## src/rtl/ps2_pkg.sv

```systemverilog
// rtl/ps2_pkg.sv - shared scan codes, parser states and control indices
package ps2_pkg;

   localparam logic [7:0] PS2_E0         = 8'hE0;
   localparam logic [7:0] PS2_E1         = 8'hE1;
   localparam logic [7:0] PS2_F0         = 8'hF0;
   localparam logic [7:0] PS2_AA         = 8'hAA;
   localparam logic [7:0] PS2_FC         = 8'hFC;
   localparam logic [7:0] PS2_FAKE_SHIFT = 8'h12;

   localparam logic [7:0] PS2_LEFT  = 8'h6B;
   localparam logic [7:0] PS2_RIGHT = 8'h74;
   localparam logic [7:0] PS2_UP    = 8'h75;
   localparam logic [7:0] PS2_SPACE = 8'h29;
   localparam logic [7:0] PS2_ENTER = 8'h5A;
   localparam logic [7:0] PS2_ESC   = 8'h76;

   localparam int CTL_LEFT  = 0;
   localparam int CTL_RIGHT = 1;
   localparam int CTL_JUMP  = 2;
   localparam int CTL_START = 3;
   localparam int CTL_ESC   = 4;
   localparam int CTL_NUM   = 5;

   // E1 is followed by seven more bytes of the Pause make/break burst
   localparam logic [2:0] PAUSE_TAIL = 3'd7;

   typedef enum logic [2:0] {IDLE, EXT, BRK, EXT_BRK, SKIP} ps2_state_e;

   // Internal key vector carries the up-arrow jump source in the extra top bit
   function automatic logic [CTL_NUM-1:0] fold_keys(input logic [CTL_NUM:0] k);
      logic [CTL_NUM-1:0] f;
      f           = k[CTL_NUM-1:0];
      f[CTL_JUMP] = k[CTL_JUMP] | k[CTL_NUM];
      return f;
   endfunction

endpackage

```

## src/rtl/ps2_code_map.sv

```systemverilog
// rtl/ps2_code_map.sv - Set-2 scan code to game control select
module ps2_code_map
   import ps2_pkg::*;
(
   input  logic               ext,
   input  logic [7:0]         code,
   output logic [CTL_NUM-1:0] sel,
   output logic               jump_up
);

   always_comb begin
      sel     = '0;
      jump_up = 1'b0;
      if (ext) begin
         case (code)
            PS2_LEFT:  sel[CTL_LEFT]  = 1'b1;
            PS2_RIGHT: sel[CTL_RIGHT] = 1'b1;
            PS2_UP: begin
               sel[CTL_JUMP] = 1'b1;
               jump_up       = 1'b1;
            end
            PS2_ENTER: sel[CTL_START] = 1'b1;
            default: ;
         endcase
      end else begin
         case (code)
            PS2_SPACE: sel[CTL_JUMP]  = 1'b1;
            PS2_ENTER: sel[CTL_START] = 1'b1;
            PS2_ESC:   sel[CTL_ESC]   = 1'b1;
            default: ;
         endcase
      end
   end

endmodule

```

## src/rtl/ps2_key_tracker.sv

```systemverilog
// rtl/ps2_key_tracker.sv - PS/2 make/break parser producing held levels and press pulses
module ps2_key_tracker
   import ps2_pkg::*;
#(
   parameter int TIMEOUT_CYCLES = 2000000,
   parameter int TO_WIDTH       = 21
) (
   input  logic               clk,
   input  logic               rst_n,
   input  logic [15:0]        key,
   input  logic               new_event,
   output logic [CTL_NUM-1:0] held,
   output logic [CTL_NUM-1:0] pressed,
   output logic               seq_error
);

   localparam logic [TO_WIDTH-1:0] TO_LAST = TO_WIDTH'(TIMEOUT_CYCLES - 1);

   ps2_state_e            state_q, state_d;
   logic [CTL_NUM:0]      keys_q, keys_d, hit;
   logic [TO_WIDTH-1:0]   to_q, to_d;
   logic [2:0]            skip_q, skip_d;
   logic [CTL_NUM-1:0]    pressed_q, pressed_d;
   logic                  err_q, err_d;
   logic [CTL_NUM-1:0]    sel;
   logic                  jump_up;
   logic [7:0]            b;
   logic                  unused_key_hi;

   assign b             = key[7:0];
   assign unused_key_hi = ^key[15:8];

   ps2_code_map u_map (
      .ext     ((state_q == EXT) || (state_q == EXT_BRK)),
      .code    (b),
      .sel     (sel),
      .jump_up (jump_up)
   );

   always_comb begin
      hit = {1'b0, sel};
      if (jump_up) begin
         hit[CTL_JUMP] = 1'b0;
         hit[CTL_NUM]  = sel[CTL_JUMP];
      end
   end

   always_comb begin
      state_d = state_q;
      keys_d  = keys_q;
      skip_d  = skip_q;
      to_d    = '0;
      err_d   = 1'b0;
      if (new_event) begin
         case (state_q)
            IDLE: begin
               case (b)
                  PS2_E0: state_d = EXT;
                  PS2_F0: state_d = BRK;
                  PS2_E1: begin
                     state_d = SKIP;
                     skip_d  = PAUSE_TAIL;
                  end
                  PS2_AA:  keys_d = '0;
                  PS2_FC:  err_d  = 1'b1;
                  default: keys_d = keys_q | hit;
               endcase
            end
            EXT: begin
               state_d = IDLE;
               if (b == PS2_F0)              state_d = EXT_BRK;
               else if (b != PS2_FAKE_SHIFT) keys_d  = keys_q | hit;
            end
            BRK: begin
               state_d = IDLE;
               keys_d  = keys_q & ~hit;
            end
            EXT_BRK: begin
               state_d = IDLE;
               if (b != PS2_FAKE_SHIFT) keys_d = keys_q & ~hit;
            end
            SKIP: begin
               skip_d = skip_q - 3'd1;
               if (skip_q <= 3'd1) state_d = IDLE;
            end
            default: state_d = IDLE;
         endcase
      end else if (state_q != IDLE) begin
         // A strobe landing on the expiry cycle takes the branch above instead
         if (to_q == TO_LAST) begin
            state_d = IDLE;
            skip_d  = '0;
            err_d   = 1'b1;
         end else begin
            to_d = to_q + TO_WIDTH'(1);
         end
      end
      pressed_d = fold_keys(keys_d) & ~fold_keys(keys_q);
   end

   always_ff @(posedge clk or negedge rst_n) begin
      if (!rst_n) begin
         state_q   <= IDLE;
         keys_q    <= '0;
         to_q      <= '0;
         skip_q    <= '0;
         pressed_q <= '0;
         err_q     <= 1'b0;
      end else begin
         state_q   <= state_d;
         keys_q    <= keys_d;
         to_q      <= to_d;
         skip_q    <= skip_d;
         pressed_q <= pressed_d;
         err_q     <= err_d;
      end
   end

   assign held      = fold_keys(keys_q);
   assign pressed   = pressed_q;
   assign seq_error = err_q;

endmodule

```

## config.mk

```make
export PLATFORM = sky130hd
export DESIGN_NAME = ps2_key_tracker
export DESIGN_NICKNAME = d
export VERILOG_FILES = /design/src/rtl/ps2_pkg.sv /design/src/rtl/ps2_code_map.sv /design/src/rtl/ps2_key_tracker.sv
export SDC_FILE = /design/constraint.sdc
export NUM_CORES = 1
export LEC_CHECK = 0
export CELL_PAD_IN_SITES_DETAIL_PLACEMENT = 0
export CELL_PAD_IN_SITES_GLOBAL_PLACEMENT = 1
export CORE_MARGIN = 2
export CORE_UTILIZATION = 38
export DETAILED_ROUTE_END_ITERATION = 6
export GPL_TIMING_DRIVEN = 0
export HOLD_SLACK_MARGIN = 0.06
export PLACE_DENSITY = 0.78
export SYNTH_ARGS = -nofsm -noshare
export SYNTH_HDL_FRONTEND = slang
export SYNTH_HIERARCHICAL = 1
export SYNTH_SLANG_ARGS = --single-unit
export TNS_END_PERCENT = 50
```

## constraint.sdc

```tcl
create_clock -name clk -period 2.2 [get_ports clk]
set_input_delay 0.22 -clock clk [delete_from_list [all_inputs] [get_ports clk]]
set_output_delay 0.22 -clock clk [all_outputs]
set_load 0.05 [all_outputs]
```

# --- Word level (Yosys, flattened, before mapping) ---
# Cells that the tools add are included.
word_totals:
  in_bits: 19
  ff_bits: 39
  elab_cells: 81
op_classes:
  reduce_logical: 8
  bitwise: 7
  magnitude_cmp: 1
  n_eq_ne: 21
  n_mux: 36
  add_sub_neg: 2
ops:
  columns: ["op", "n"]
  rows:
  - ["21-bit 2-to-1 mux", 3]
  - ["8-bit by 7-bit == test with 1-bit output (second input constant)", 5]
  - ["8-bit == test (second input constant)", 5]
  - ["6-bit 2-to-1 mux", 4]
  - ["6-bit case mux with 4 select lines", 1]
  - ["21-bit by 1-bit adder with 21-bit output (second input constant)", 1]
  - ["21-bit == test (second input constant)", 1]
  - ["3-bit 2-to-1 mux", 6]
  - ["3-bit case mux with 3 select lines", 2]
  - ["1-bit 2-to-1 mux", 16]
  - ["6-bit case mux with 2 select lines", 1]
  - ["8-bit by 6-bit == test with 1-bit output (second input constant)", 1]
  - ["8-bit by 5-bit != test with 1-bit output (second input constant)", 1]
  - ["4-bit AND reduction", 2]
  - ["6-bit AND", 1]
  - ["3-bit by 2-bit == test with 1-bit output (second input constant)", 2]
  - ["6-bit inverter", 1]
  - ["6-bit bitwise OR", 1]
  - ["3-bit case mux with 2 select lines", 1]
  - ["5-bit AND", 1]
  - ["5-bit by 3-bit != test with 1-bit output (second input constant)", 1]
  - ["5-bit inverter", 1]
  - ["2-bit 2-to-1 mux", 2]
  - ["2-bit nonzero test", 2]
  - ["12 further kinds", 13]

# --- Longest topological paths before layout ---
depth:
  depth_word: 11
  ltp_mapped: 10

# --- Hierarchy ---
# The synthesis kept the hierarchy.
modules_own_cells:
  columns: ["module", "seq_area_each_um2", "area_each_um2", "cells_per_inst", "instances"]
  rows:
  - ["ps2_key_tracker", 975.9, 2205.9, 227, 1]
  - ["ps2_code_map", 0.0, 110.1, 15, 1]

# --- Least setup slack after synthesis ---
# Ideal clock, no wire load.
synth_path:
  path_kind: "reg2reg"
  startpoint: "register state_q[2]"
  endpoint: "register keys_q[2]"
  n_path_buf: 1
  path_slack_ps: 136
  path_stages_with_launch: 10
  setup_ps: 76
  arrival_ps: 1988
  synth_period_minus_slack_ps: 2064
  path_cell_list: "dfrtp_1 -> buf_2 -> nor2b_1 -> inv_1 -> or2_4 -> a211oi_2 -> nand2_1 -> or4_1 -> nor2b_1 -> o21ai_1"
synth_via:
  elab_chain_cells: 9
synth_rtl:
  columns: ["item", "line_no", "rtl"]
  rows:
  - ["start, declared", "ps2_key_tracker.sv:19", "ps2_state_e state_q, state_d;"]
  - ["start signal, assigned", "ps2_key_tracker.sv:110", "state_q <= state_d;"]
  - ["3-bit by 1-bit == test with 1-bit output or 3-bit by 2-bit == test with 1-bit output (tied branches)", "ps2_key_tracker.sv:34", ".ext ((state_q == EXT) || (state_q == EXT_BRK)),"]
  - ["1-bit logical OR *", "ps2_key_tracker.sv:34", null]
  - ["1-bit 2-to-1 mux *", "ps2_code_map.sv:14", "if (ext) begin"]
  - ["net sel[2]", "ps2_key_tracker.sv:25", "logic [CTL_NUM-1:0] sel;"]
  - ["1-bit 2-to-1 mux *", "ps2_key_tracker.sv:42", "if (jump_up) begin"]
  - ["6-bit bitwise OR or 6-bit inverter (tied branches)", null, null]
  - ["6-bit 2-to-1 mux or 6-bit AND (tied branches)", "ps2_key_tracker.sv:72, ps2_key_tracker.sv:76, ps2_key_tracker.sv:80", null]
  - ["6-bit 2-to-1 mux (on tied branches)", "ps2_key_tracker.sv:71, ps2_key_tracker.sv:80", null]
  - ["6-bit case mux with 4 select lines *", "ps2_key_tracker.sv:55", "case (state_q)"]
  - ["6-bit 2-to-1 mux *", "ps2_key_tracker.sv:54", "if (new_event) begin"]
  - ["net keys_d[2]", "ps2_key_tracker.sv:20", "logic [CTL_NUM:0] keys_q, keys_d, hit;"]
  - ["end signal, assigned", "ps2_key_tracker.sv:111", "keys_q <= keys_d;"]
  - ["end, declared", "ps2_key_tracker.sv:20", null]
# Mark *: on every way through the listed nets, which the timed path passes. The rest lies on a longest branch.
# A chain may end at the register's enable or synchronous reset.

# --- Worst setup path in the final report ---
# Ends and elaborated chain as after synthesis.

==> qor.yml <==
outcome: "complete, no violations"
r2r_end: "keys_q[2]$_DFF_PN0_"
syn_avg_cell_area_um2: 9.570
rr_startpoint: "state_q[2]$_DFFE_PN0P_"
synth_cells: 242
placement_rows: 28
fin_crit_ns: 2.103
pin_count: 30
yosysTopAreaCell: "dfrtp_1"
clock_skew_ns: 0.003330
async_flop_share_pct: 100.0
crit_required_ns: 2.41
cts.sinks: 39
dr.pass1.iters: 4
fillCellCount: 592
final_common_cell: "dfrtp_1"
syn_area_mm2: 0.002316
clkPwrFrac_pct: 28.0
grt_usage_pct: 16.08
setup_violations: 0
layout_common_cells: "dfrtp_1 (38), nor2_1 (29), nand2_1 (21)"
grt_max_degree: 40
critPathCaptureType: "register"
switching_share_pct: 31.65
syn-num-nets: 264
vias: 1864
hold-worst-slack_ns: 0.1391
yosysWarnings: 6
clk-insertion-delay-late_ns: 0.28
clockRootBuffer: "clkbuf_8"
seqPwrFrac_pct: 45.4
cts_buffers: 5
max_freq_mhz: 475.5
cellPowerDensity_mw_per_mm2: 628.5
r2r_slack_ns: 0.1
r2r_cells: 9
seq_area_um2: 977.2
period_share_pct: 95.60
grt_pass1_wl_mm: 8.404
drive_above_1_share_pct: 16.67
synth_edf_count: 0
grt_pass1_vias: 1780
min_to: "to_q[6]$_DFF_PN0_"
worstMarginPinSlew_ns: 0.5452
critPathMaxFanout: 9
clock_path_buffers: 2
p_int_mw: 1.204
antenna_found_initial: 0
worst_hold_startpoint: "new_event"
n_antenna_cell: 0
num-nets-final: 298
die_h_um: 82.07
wl_mm: 5.015
clkTransAtPathRegs_ns: 0.08
peakVddDrop_mv: 0.2459
utilization_pct: 47.34
core_mm2: 0.005921
finalHoldViolations: 0
critPathKind: "register to register"
port_buffers: 20
maxCapViolCount: 0
arrival_ns: 2.32
drt_iter0_drc: 55
synth_seq_cells: 39
synth.area.top_cells: "dfrtp_1 (42%), nor2_1 (4.7%), xor2_1 (3.8%)"
gr-total-overflow: 0
postRouteAntennaNets: 0
dieArea_mm2: 0.006735
slew_headroom_pct: 63.14
yosysTopAreaCellShare_pct: 42.14
min_path_type: "input pin to register"
power.switching_mw: 0.5575
slew_violations: 0
holdPathStages: 2
multi_input_area_mm2: 0.001261
ys_types: 60
dpl.cell_count: 338
initial_core_util_pct: 39.12
syn_to_final_growth_pct: 21.02
dp_hpwl_mm: 3.556
finalNonFillerCells: 351
drc: 0
ys.flop_type: "dfrtp_1"
seq_area_frac_synth_pct: 42.14
wl_per_cell_um: 14.29
power_frac_comb_pct: 26.6
h-tree-depth: 2
p_leak_nw: 1.148
die_w_um: 82.07
routabilityCongestion: 0.7972
viasPerCell: 5.311
worstSetupStartpointType: "register"
cts_tree: "done"
==> sequential cells by signal, indices dropped and copies added, names as in the netlist <==
signal and count:
to_q 21, keys_q 6, pressed 5, skip_q 3
state_q 3, seq_error 1
==> through the flow <==
stage | total power [mW] | setup TNS [ns] | area (um2) | setup WS, ns
2_1_floorplan | 1.075 | 0 | 2316 | 0.1355
3_3_place_gp | 1.206 | -5.884 | 2610 | -0.2679
3_5_place_dp | 1.210 | -1.163 | 2625 | -0.2836
4_1_cts | 1.716 | 0 | 2734 | 0.01090
5_1_grt | 1.871 | -0.01342 | 2803 | -0.01342
6_report | 1.762 | 0 | 2803 | 0.09679
==> critical path, cell delays in order, from the launching register on <==
cell and delay, ns:
dfrtp_1 0.37, buf_6 0.14, nor2b_4 0.13, inv_1 0.08, or2_4 0.27, a211oi_4 0.27
nand2_1 0.09, or4_4 0.42, nor2b_1 0.14, o21ai_1 0.11
==> area by class of cell <==
| type | count | area share (%) |
|---|---|---|
| clock buffer | 6 | 2.946 |
| sequential | 39 | 34.87 |
| tap | 75 | 3.348 |
| inverter | 7 | 0.9375 |
| timing repair buffer | 27 | 9.732 |
| multi-input combinational | 186 | 45.00 |
| clock inverter | 1 | 0.1786 |
| buffer | 10 | 2.991 |
==> synth_stat cells, types with 2 or more instances <==
| library cell | n |
|---|---|
| nor4b_1 | 5 |
| and3_1 | 4 |
| or4b_4 | 2 |
| and4_1 | 2 |
| nor3b_1 | 4 |
| buf_4 | 4 |
| nor4_1 | 4 |
| o21ai_0 | 2 |
| nor3_1 | 8 |
| nand4_1 | 7 |
| or4_1 | 2 |
| a22o_1 | 4 |
| xnor2_1 | 9 |
| nor2_1 | 29 |
| nand2b_1 | 4 |
| ha_1 | 3 |
| nand4b_1 | 6 |
| xor2_1 | 10 |
| a32o_1 | 3 |
| o211ai_1 | 2 |
| nand2_1 | 21 |
| inv_1 | 7 |
| dfrtp_1 | 39 |
| o21a_1 | 2 |
| a21oi_1 | 2 |
| nand3_1 | 13 |
| o21ai_1 | 3 |
| a31oi_1 | 2 |
| nor2_2 | 2 |
| buf_2 | 2 |
| nor2b_1 | 4 |
| buf_6 | 3 |
==> cells by family (layout without fill, tap and decap cells) <==
| logic type | Yosys count | in the layout | synth area share [%] |
|---|---|---|---|
| xor gates and xnor gates | 19 | 19 | 7.185 |
| and+or+nand+nor | 130 | 130 | 32.96 |
| AOI/OAI and AO/OA | 34 | 34 | 11.62 |
| buffers and inverters | 17 | 51 | 4.484 |
| adders and majority gates | 3 | 3 | 1.621 |
| DFF | 39 | 39 | 42.14 |
==> worst max-delay path by stage <==
stage                           startpoint                   to  slack (ns)  cells after the start
global placement                    key[2]  keys_q[2]$_DFF_PN0_       -0.27                      8
CTS                 state_q[2]$_DFFE_PN0P_  keys_q[2]$_DFF_PN0_        0.01                      9
finish              state_q[2]$_DFFE_PN0P_  keys_q[2]$_DFF_PN0_         0.1                      9
floorplan           state_q[2]$_DFFE_PN0P_  keys_q[2]$_DFF_PN0_        0.14                      9
global route        state_q[2]$_DFFE_PN0P_  keys_q[2]$_DFF_PN0_       -0.01                      9
detailed placement                  key[2]  keys_q[2]$_DFF_PN0_       -0.28                      8
==> power groups by stage <==
| stage | combinational [mW] | clock, mW | sequential, mW |
|---|---|---|---|
| 3_3_place_gp | 0.391 | 0 | 0.814 |
| 6_report | 0.469 | 0.493 | 0.800 |
| 4_1_cts | 0.402 | 0.513 | 0.802 |
| 3_5_place_dp | 0.396 | 0 | 0.814 |
| 5_1_grt | 0.519 | 0.547 | 0.805 |
| 2_1_floorplan | 0.271 | 0 | 0.804 |
==> timing repair <==
action / in CTS / in global routing
endpoints found under the setup margin: 2 / 7
pin swaps: 0 / 2
hold buffers: 1 / 0
resized for setup: 3 / 10
setup buffers: 0 / 5
hold endpoints to repair: 39 / 0
==> routing by layer <==
layer,vias up,wire length (um),global-route usage (%),part of all wire (%)
li1,936,-,-,-
met1,893,2378,21.51,47
met2,31,2420,26.10,48
met3,4,179,2.967,3.6
met4,0,36,5.500,0.72
met5,-,0,0,0
(Power assumes the default switching activity.)
